### config.mk
export PLATFORM = sky130hd
export DESIGN_NAME = display_mux_scan
export DESIGN_NICKNAME = d
export VERILOG_FILES = /design/src/rtl/display_pkg.sv /design/src/rtl/tick_gen.sv /design/src/rtl/display_mux_scan.sv
export SDC_FILE = /design/constraint.sdc
export NUM_CORES = 1
export LEC_CHECK = 0
export BUFFER_PORTS_ARGS = -buffer_cell sky130_fd_sc_hd__buf_2
export CORE_AREA = 4 4 157 83
export CTS_CLUSTER_SIZE = 10
export DETAILED_ROUTE_END_ITERATION = 10
export DIE_AREA = 0 0 161 87
export GPL_TIMING_DRIVEN = 0
export SLEW_MARGIN = 20
export SYNTH_ARGS = -nofsm -noshare
export SYNTH_HDL_FRONTEND = slang
export SYNTH_SLANG_ARGS = --single-unit
### constraint.sdc
create_clock -name clk -period 2.95 [get_ports clk]
set_input_delay 0.295 -clock clk [delete_from_list [all_inputs] [get_ports clk]]
set_output_delay 0.295 -clock clk [all_outputs]
set_load 0.03 [all_outputs]
### src/rtl/display_pkg.sv
// Shared definitions for the multiplexed seven-segment scanner.
package display_pkg;

    // Default number of multiplexed digits.
    localparam int N_DIGITS_DEFAULT = 8;

    // One hexadecimal/BCD digit as presented to the segment decoder.
    typedef logic [3:0] nibble_t;

endpackage : display_pkg

### src/rtl/tick_gen.sv
// Prescaler: counts 0..COUNT_MAX-1 and flags the last count of each period.
// With COUNT_MAX=1 the counter stays at 0 and tick is high every cycle.
module tick_gen #(
    parameter int COUNT_MAX = 100000
) (
    input  logic clk,
    input  logic reset,
    output logic tick
);

    localparam int CW = (COUNT_MAX > 1) ? $clog2(COUNT_MAX) : 1;
    localparam logic [CW-1:0] LAST_COUNT = CW'(COUNT_MAX - 1);

    logic [CW-1:0] r_count;

    // Free-running period counter, wraps after the last count.
    always_ff @(posedge clk or posedge reset) begin
        if (reset) begin
            r_count <= '0;
        end else if (r_count == LAST_COUNT) begin
            r_count <= '0;
        end else begin
            r_count <= r_count + CW'(1);
        end
    end

    assign tick = (r_count == LAST_COUNT);

endmodule : tick_gen

### src/rtl/display_mux_scan.sv
// Time-multiplexed seven-segment digit scanner.
// A new value is captured into a pending register on load and only copied
// into the displayed register at a frame boundary, so a frame never shows a
// mix of old and new digits. digit_out feeds an external segment decoder.
// Optional feature: define LEADING_ZERO_BLANK_EN to switch off the anode of
// leading-zero digits (digit 0 is always shown).
module display_mux_scan
    import display_pkg::*;
#(
    parameter int N_DIGITS  = N_DIGITS_DEFAULT,
    parameter int COUNT_MAX = 100000
) (
    input  logic                    clk,
    input  logic                    reset,
    input  logic                    load,
    input  logic [4*N_DIGITS-1:0]   value_in,
    output logic [3:0]              digit_out,
    output logic [N_DIGITS-1:0]     anodes,
    output logic                    frame_done
);

    localparam int IW = (N_DIGITS > 1) ? $clog2(N_DIGITS) : 1;
    localparam logic [IW-1:0] LAST_IDX = IW'(N_DIGITS - 1);

    logic [IW-1:0]          r_idx;
    logic [4*N_DIGITS-1:0]  r_pending;
    logic [4*N_DIGITS-1:0]  r_display;
    nibble_t                r_digit;
    logic [N_DIGITS-1:0]    r_anodes;
    logic                   r_frame_done;

    logic                   w_tick;
    logic                   w_boundary;
    logic [IW-1:0]          w_idx_next;
    logic [4*N_DIGITS-1:0]  w_disp_next;
    nibble_t                w_nib [N_DIGITS];
    logic [N_DIGITS-1:0]    w_onehot;
    logic                   w_blank;

    tick_gen #(
        .COUNT_MAX (COUNT_MAX)
    ) u_tick_gen (
        .clk   (clk),
        .reset (reset),
        .tick  (w_tick)
    );

    // The idx wrap from the last digit back to 0 marks the frame boundary.
    assign w_boundary = w_tick && (r_idx == LAST_IDX);
    assign w_idx_next = (r_idx == LAST_IDX) ? '0 : r_idx + IW'(1);

    // Value shown from the next edge on; a load coinciding with the
    // boundary bypasses the pending register so it appears immediately.
    assign w_disp_next = !w_boundary ? r_display :
                         (load ? value_in : r_pending);

    genvar gi;
    generate
        for (gi = 0; gi < N_DIGITS; gi++) begin : g_nib
            assign w_nib[gi] = w_disp_next[4*gi +: 4];
        end
    endgenerate

`ifdef LEADING_ZERO_BLANK_EN
    // w_upper_zero[k] is high when digits k..N_DIGITS-1 are all zero.
    logic [N_DIGITS-1:0] w_upper_zero;
    generate
        for (gi = 0; gi < N_DIGITS; gi++) begin : g_zero
            if (gi == N_DIGITS - 1) begin : g_top
                assign w_upper_zero[gi] = (w_nib[gi] == 4'h0);
            end else begin : g_chain
                assign w_upper_zero[gi] = (w_nib[gi] == 4'h0) && w_upper_zero[gi+1];
            end
        end
    endgenerate
    assign w_blank = (w_idx_next != '0) && w_upper_zero[w_idx_next];
`else
    assign w_blank = 1'b0;
`endif

    assign w_onehot = N_DIGITS'(1) << w_idx_next;

    // Scan state: advance digit and refresh anode/digit outputs on each tick.
    always_ff @(posedge clk or posedge reset) begin
        if (reset) begin
            r_idx        <= LAST_IDX;
            r_anodes     <= '1;
            r_digit      <= '0;
            r_frame_done <= 1'b0;
        end else begin
            r_frame_done <= w_boundary;
            if (w_tick) begin
                r_idx    <= w_idx_next;
                r_digit  <= w_nib[w_idx_next];
                r_anodes <= w_blank ? '1 : ~w_onehot;
            end
        end
    end

    // Double-buffered digit value: pending follows load, display swaps at frame boundaries.
    always_ff @(posedge clk or posedge reset) begin
        if (reset) begin
            r_pending <= '0;
            r_display <= '0;
        end else begin
            if (load) begin
                r_pending <= value_in;
            end
            if (w_boundary) begin
                r_display <= w_disp_next;
            end
        end
    end

    assign digit_out  = r_digit;
    assign anodes     = r_anodes;
    assign frame_done = r_frame_done;

endmodule : display_mux_scan

* Yosys cells after proc, flatten, opt, wreduce, memory -nomap -nowiden
Index checks and enable logic that the tools add are counted.
** Cells by class
- Shift operators :: 1
- Equality and inequality tests :: 2
- Add/sub/neg operators :: 2
- Magnitude comparators :: 1
- Reductions and logical operators :: 1
- Bitwise operators :: 2
- Muxes and demuxes :: 7
** Operators by type and width (count)
- two-way mux 32 bit :: 2
- adder 17 x 1 -> 17 bit, second input constant :: 1
- equality test 17 bit, second input constant :: 1
- two-way mux 17 bit :: 1
- binary-select mux 4 bit (select 3 bit) :: 1
- two-way mux 4 bit :: 2
- NOT 8 bit :: 1
- left shift 1 x 3 -> 8 bit, first input constant :: 1
- greater-or-equal comparator 4 bit, second input constant :: 1
- NOT 3 -> 4 bit :: 1
- adder 3 x 1 -> 3 bit, second input constant :: 1
- equality test 3 bit, second input constant :: 1
- two-way mux 3 bit :: 1
- logical AND 1 bit :: 1
** Word-level totals
- Input bits :: 35
- Register bits :: 97
- Word-level logic and storage cells :: 23
- Output and inout bits :: 13

* Depth between registers and ports, before layout
- Word-level depth :: 6
- Mapped depth :: 9
- Mapped depth without buffers :: 7

* Cells and area by module
Synthesis repeated with hierarchy kept, for this count alone.
** Second synthesis, totals
- Cell total of the unflattened synthesis :: 386
- Area total of the unflattened synthesis :: 4314.1 µm²
** By module, submodules not included
- display_mux_scan :: area each 3488.3 µm², cells each 311, times used 1
- tick_gen :: area each 825.8 µm², cells each 75, times used 1

* Least setup slack after synthesis
Ideal clock, no wire load.
- Kind :: register to register
- Start point :: reg r_idx[0]
- End point :: reg r_digit[1], in the netlist digit_out[1]
- Setup time :: 0.129 ns
- Required time :: 2.821 ns
- Setup slack :: 0.530 ns
- Period minus slack after synthesis :: 2.420 ns
- Arrival time :: 2.292 ns
- Stages on the path, launching flop included :: 8
- Path buffers :: 2
- Cell sequence :: dfstp_2 > clkbuf_1 > inv_1 > ha_1 > buf_2 > mux4_2 > a211oi_1 > o31ai_1
** Between the ends
- Cells in the longest elaborated chain, start to end :: 6
- Elaborated cells between the ends (all ways) :: 9
- Classes of those cells :: add/sub (1); eq/ne (1); mux (5); bitwise (1); reduce/logical (1)
** Ends and longest elaborated chain
- start, declared :: line display_mux_scan.sv:25 : logic [IW-1:0] r_idx;
- start signal, assigned :: line display_mux_scan.sv:93 : r_idx <= w_idx_next;
- adder 3 x 1 -> 3 bit / equality test 3 bit (equally long branches) :: line display_mux_scan.sv:50 : assign w_idx_next = (r_idx == LAST_IDX) ? '0 : r_idx + IW'(1);
- two-way mux 3 bit * :: line display_mux_scan.sv:50
- net w_idx_next[1] :: line display_mux_scan.sv:34 : logic [IW-1:0] w_idx_next;
- NOT 3 -> 4 bit (not written as such) * :: line display_mux_scan.sv:94 : r_digit <= w_nib[w_idx_next];
- binary-select mux 4 bit (select 3 bit) * :: line display_mux_scan.sv:94
- two-way mux 4 bit (not written as such) * (2 in series) :: line display_mux_scan.sv:94
- end signal, assigned :: line display_mux_scan.sv:94
- end, declared :: line display_mux_scan.sv:28 : nibble_t r_digit;
Mark *: on every way through the listed nets, which the timed path passes. The rest lies on a longest branch. The select of a mux whose other input is x is not followed.
A chain may end at the register's enable or synchronous reset.

* Worst setup path after layout
- Start point :: reg r_idx[0]
- End point :: reg r_digit[3], in the netlist digit_out[3]
The elaborated chain is that of the path after synthesis.

==> results.md <==
- Count of state elements after synthesis: a little under 100
- Die Width: around 160 um
- Max Clk Rate: approximately 0.36 GHz
- Nets: ~450
- Reg2reg start: r_idx[0]$_DFFE_PP1N_
- P_leak: 2.41 nW
- Switching portion of total power: 0.202
- Cell row count: 28
- # IOs: 48
- YS warnings: 0
- Starting DRT DRC Count: around 200
- Worst EP arrival: just under 3 ns
- Clock sinks: 97
- Internal: approximately 2.3 mW
- Hold Slack: about 0.2 ns
- Final hold vios: 0
- Clock slew at reported path FFs: about 0.06 ns
- EDFF count, synth: 0
- Multi-input logic area: 1730 um2
- Core Region: 11600 um2
- Comb pwr share: 0.061
- Via-per-instance ratio: between 4 and 5
- Pin count of the biggest net entering global routing: 51
- Placer Congestion: about 0.82
- CTS tree: yes
- CP startpoint: r_idx[0]$_DFFE_PP1N_
- Post-CTS setup buffer count: 0
- Register area: between 2000 and 2500 um2
- Post-synthesis simple-gate area fraction: 0.109
- Syn Inst Count: between 300 and 400
- Syn Std Cell Area: 4340 um2
- Adder-Cell Fraction of Synth Area: 0.0231
- Final min period: ~2.8 ns
- Seq/Total Area, Yosys: 0.563
- Setup crit start kind: flip-flop
- Share of cells above drive strength 1: 0.325
- Clock buffer count from CTS: 9
- Final ANT Viol Nets: 0
- Final cell utilization of the core: 0.443
- Syn avg cell area: about 12 um2
- Synth Area in XOR/XNOR: 0.0283
- Yosys top cell by area: dfrtp_1
- CTS Root Cell: clkbuf_16
- Pwr dens: about 560 nW/um2
- Skew final: ~0.0057 ns
- Peak VDD IR: 235 uV
- Full die area: roughly 14000 um2
- Slew Limit Fails: 0
- Max FO, Critical Path: 11
- Post-Route WL: 8720 um
- Ranking of synthesized cells by area: dfrtp_1, mux2_2, dfstp_2
- Syn Nets: 394
- Worst Setup End Kind: flip-flop
- CP Class: reg -> reg
- Hold crit path type: in -> reg
- Deepest clock path buffer count: 2
- Layout area overhead: 18.8%
- Compound-cell area share of the yosys netlist: 0.0608
- Initial core utilization: 0.373
- Total GRT Usage: 0.136
- HPWL Detailed: ~6200 um
- Mux contribution to synthesized area: 0.177
- DR WL/cell: about 15 um
- Clock power frac: 0.454
- Outcome: finished, final reports clean
- Post-detailed-route DRC marker count: 0
- Fillers: 1105
- Worst-Skew Late Latency: 0.34 ns
- H-tree Lvls: 3
- Synth top area share: 0.496
- Die height: a little under 90 um
- Relative slew slack: 0.504
- Seq pwr share: 0.485
- Number of max-cap violations: 0
- Cell variety after synth: 39
- Port bufs: 46
- Top FF cell, synth: dfrtp_1
- Fin crit share: 0.935
- Setup Viol. Count Final: 0
- Async S/R FF share, synth: 1.00
- DR vias: approximately 2800
- Initial antenna violation count: 0
- Unrepaired setup endpoints after global routing: no
- First-pass GRT wire length: ~15000 um
- GRT Residual Overflow: 0
- Slew of the pin with the lowest slew margin: 0.738 ns
- Hold path start: value_in[22]
- Sw Pwr: 588 uW
- Req. time, crit path: 3.17 ns
- Pre-antenna DRT Iters: 4
- Number of global-route vias before repair: just under 3000
- Combinational family with the most area after synthesis: multiplexers
- N_diodes: 0
-- registers in the layout (all words and copies together) (netlist names) --
| name | flops |
|---|---|
| anodes | 8 |
| r_pending | 32 |
| digit_out | 4 |
| u_tick_gen.r_count | 17 |
| r_idx | 3 |
| frame_done | 1 |
| r_display | 32 |
-- worst max-delay path, cell delays in order, from the launching register on --
cell and delay [ns]:
dfstp_2 0.68, inv_1 0.20, ha_1 0.38, clkbuf_4 0.25
clkbuf_4 0.28, mux2i_2 0.30, o22ai_1 0.10, o31ai_1 0.31
o21ai_0 0.12
-- final timing paths --
path                       slack [ns]                                to  cells past startpoint
setup reg to reg                 0.19          digit_out[3]$_DFFE_PP0N_                      8
hold / removal                   0.20           r_pending[22]$_DFF_PP0_                      2
min in group asynchronous        0.54  u_tick_gen.r_count[14]$_DFF_PP0_                      3
hold reg to reg                  0.47          r_display[2]$_DFFE_PP0N_                      2
setup / recovery                 0.19          digit_out[3]$_DFFE_PP0N_                      8
max in group asynchronous        1.82           r_pending[29]$_DFF_PP0_                      4
-- routing by layer --
metal  wire length [um]  track usage  vias up
met2               3890        0.208       51
met1               4270        0.183     1383
met3                376       0.0426       10
met5                  0            0        -
li1                   -            -     1334
met4                191       0.0519        0
-- logic make-up after synthesis --
group           after synthesis
fa+ha+maj                     8
flops                        97
mux                          62
buf+inv                      35
compound gates               43
xor+xnor                     14
simple gates                 92
-- power groups by stage --
stage | clock, mW | sequential (mW) | combinational (mW)
2_1_floorplan | 0 | 1.43 | 0.116
3_3_place_gp | 0 | 1.43 | 0.174
3_5_place_dp | 0 | 1.43 | 0.182
4_1_cts | 1.35 | 1.41 | 0.184
5_1_grt | 1.41 | 1.41 | 0.201
6_report | 1.32 | 1.41 | 0.178
-- stage by stage --
step | setup WS [ns] | std cells | total power, mW | TNS [ns] | instance area, um2
global route | 0.0221 | 577 | 3.02 | 0 | 5160
detailed placement | -0.306 | 563 | 1.61 | -0.643 | 4810
global placement | -1.11 | 562 | 1.60 | -96.63 | 4780
floorplan | 0.139 | 351 | 1.54 | 0 | 4340
CTS | 0.0419 | 577 | 2.94 | 0 | 5150
finish | 0.192 | 577 | 2.90 | 0 | 5160
-- cells in the final DEF, fill, tap and decap left out, types with 8 or more instances in the layout --
cell,netlist,layout
buf_2,7,51
nand3_1,8,8
nand4_1,8,8
mux2_2,27,27
dfrtp_1,86,86
ha_1,8,8
nand2_1,40,40
dfstp_2,11,11
xnor2_1,8,8
o21ai_0,20,20
inv_1,18,17
mux2i_1,18,17
nor2_1,16,16
mux2_4,13,13
clkbuf_16,0,9
-- cell usage after synthesis (all sizes together) (3+ instances only) --
library cell	instances
and4	3
mux2i	18
o21ai	20
nand2	41
a21oi	4
nor3b	4
buf	13
xor2	6
ha	8
nand3	8
xnor2	8
o221ai	3
mux2	40
clkbuf	4
dfstp	11
o31ai	3
o22ai	4
inv	18
nor2	16
mux4	4
o21a	3
dfrtp	86
nand4	8
-- cell type report --
cell class	count	share of cell area
sequential	97	0.473
inverter	18	0.0141
clock buffer	11	0.0471
timing repair buffer	48	0.0519
clock inverter	3	0.0175
tap	165	0.0400
multi-input combinational	219	0.336
buffer	16	0.0201
-- timing repair --
action | in CTS | in global routing
gates resized for setup | 0 | 3
endpoints found under the setup margin | 4 | 2
hold buffers | 1 | 0
hold endpoints to repair | 13 | 0
cloned | 0 | 0
No activity file was read; power rests on OpenSTA's default activity.
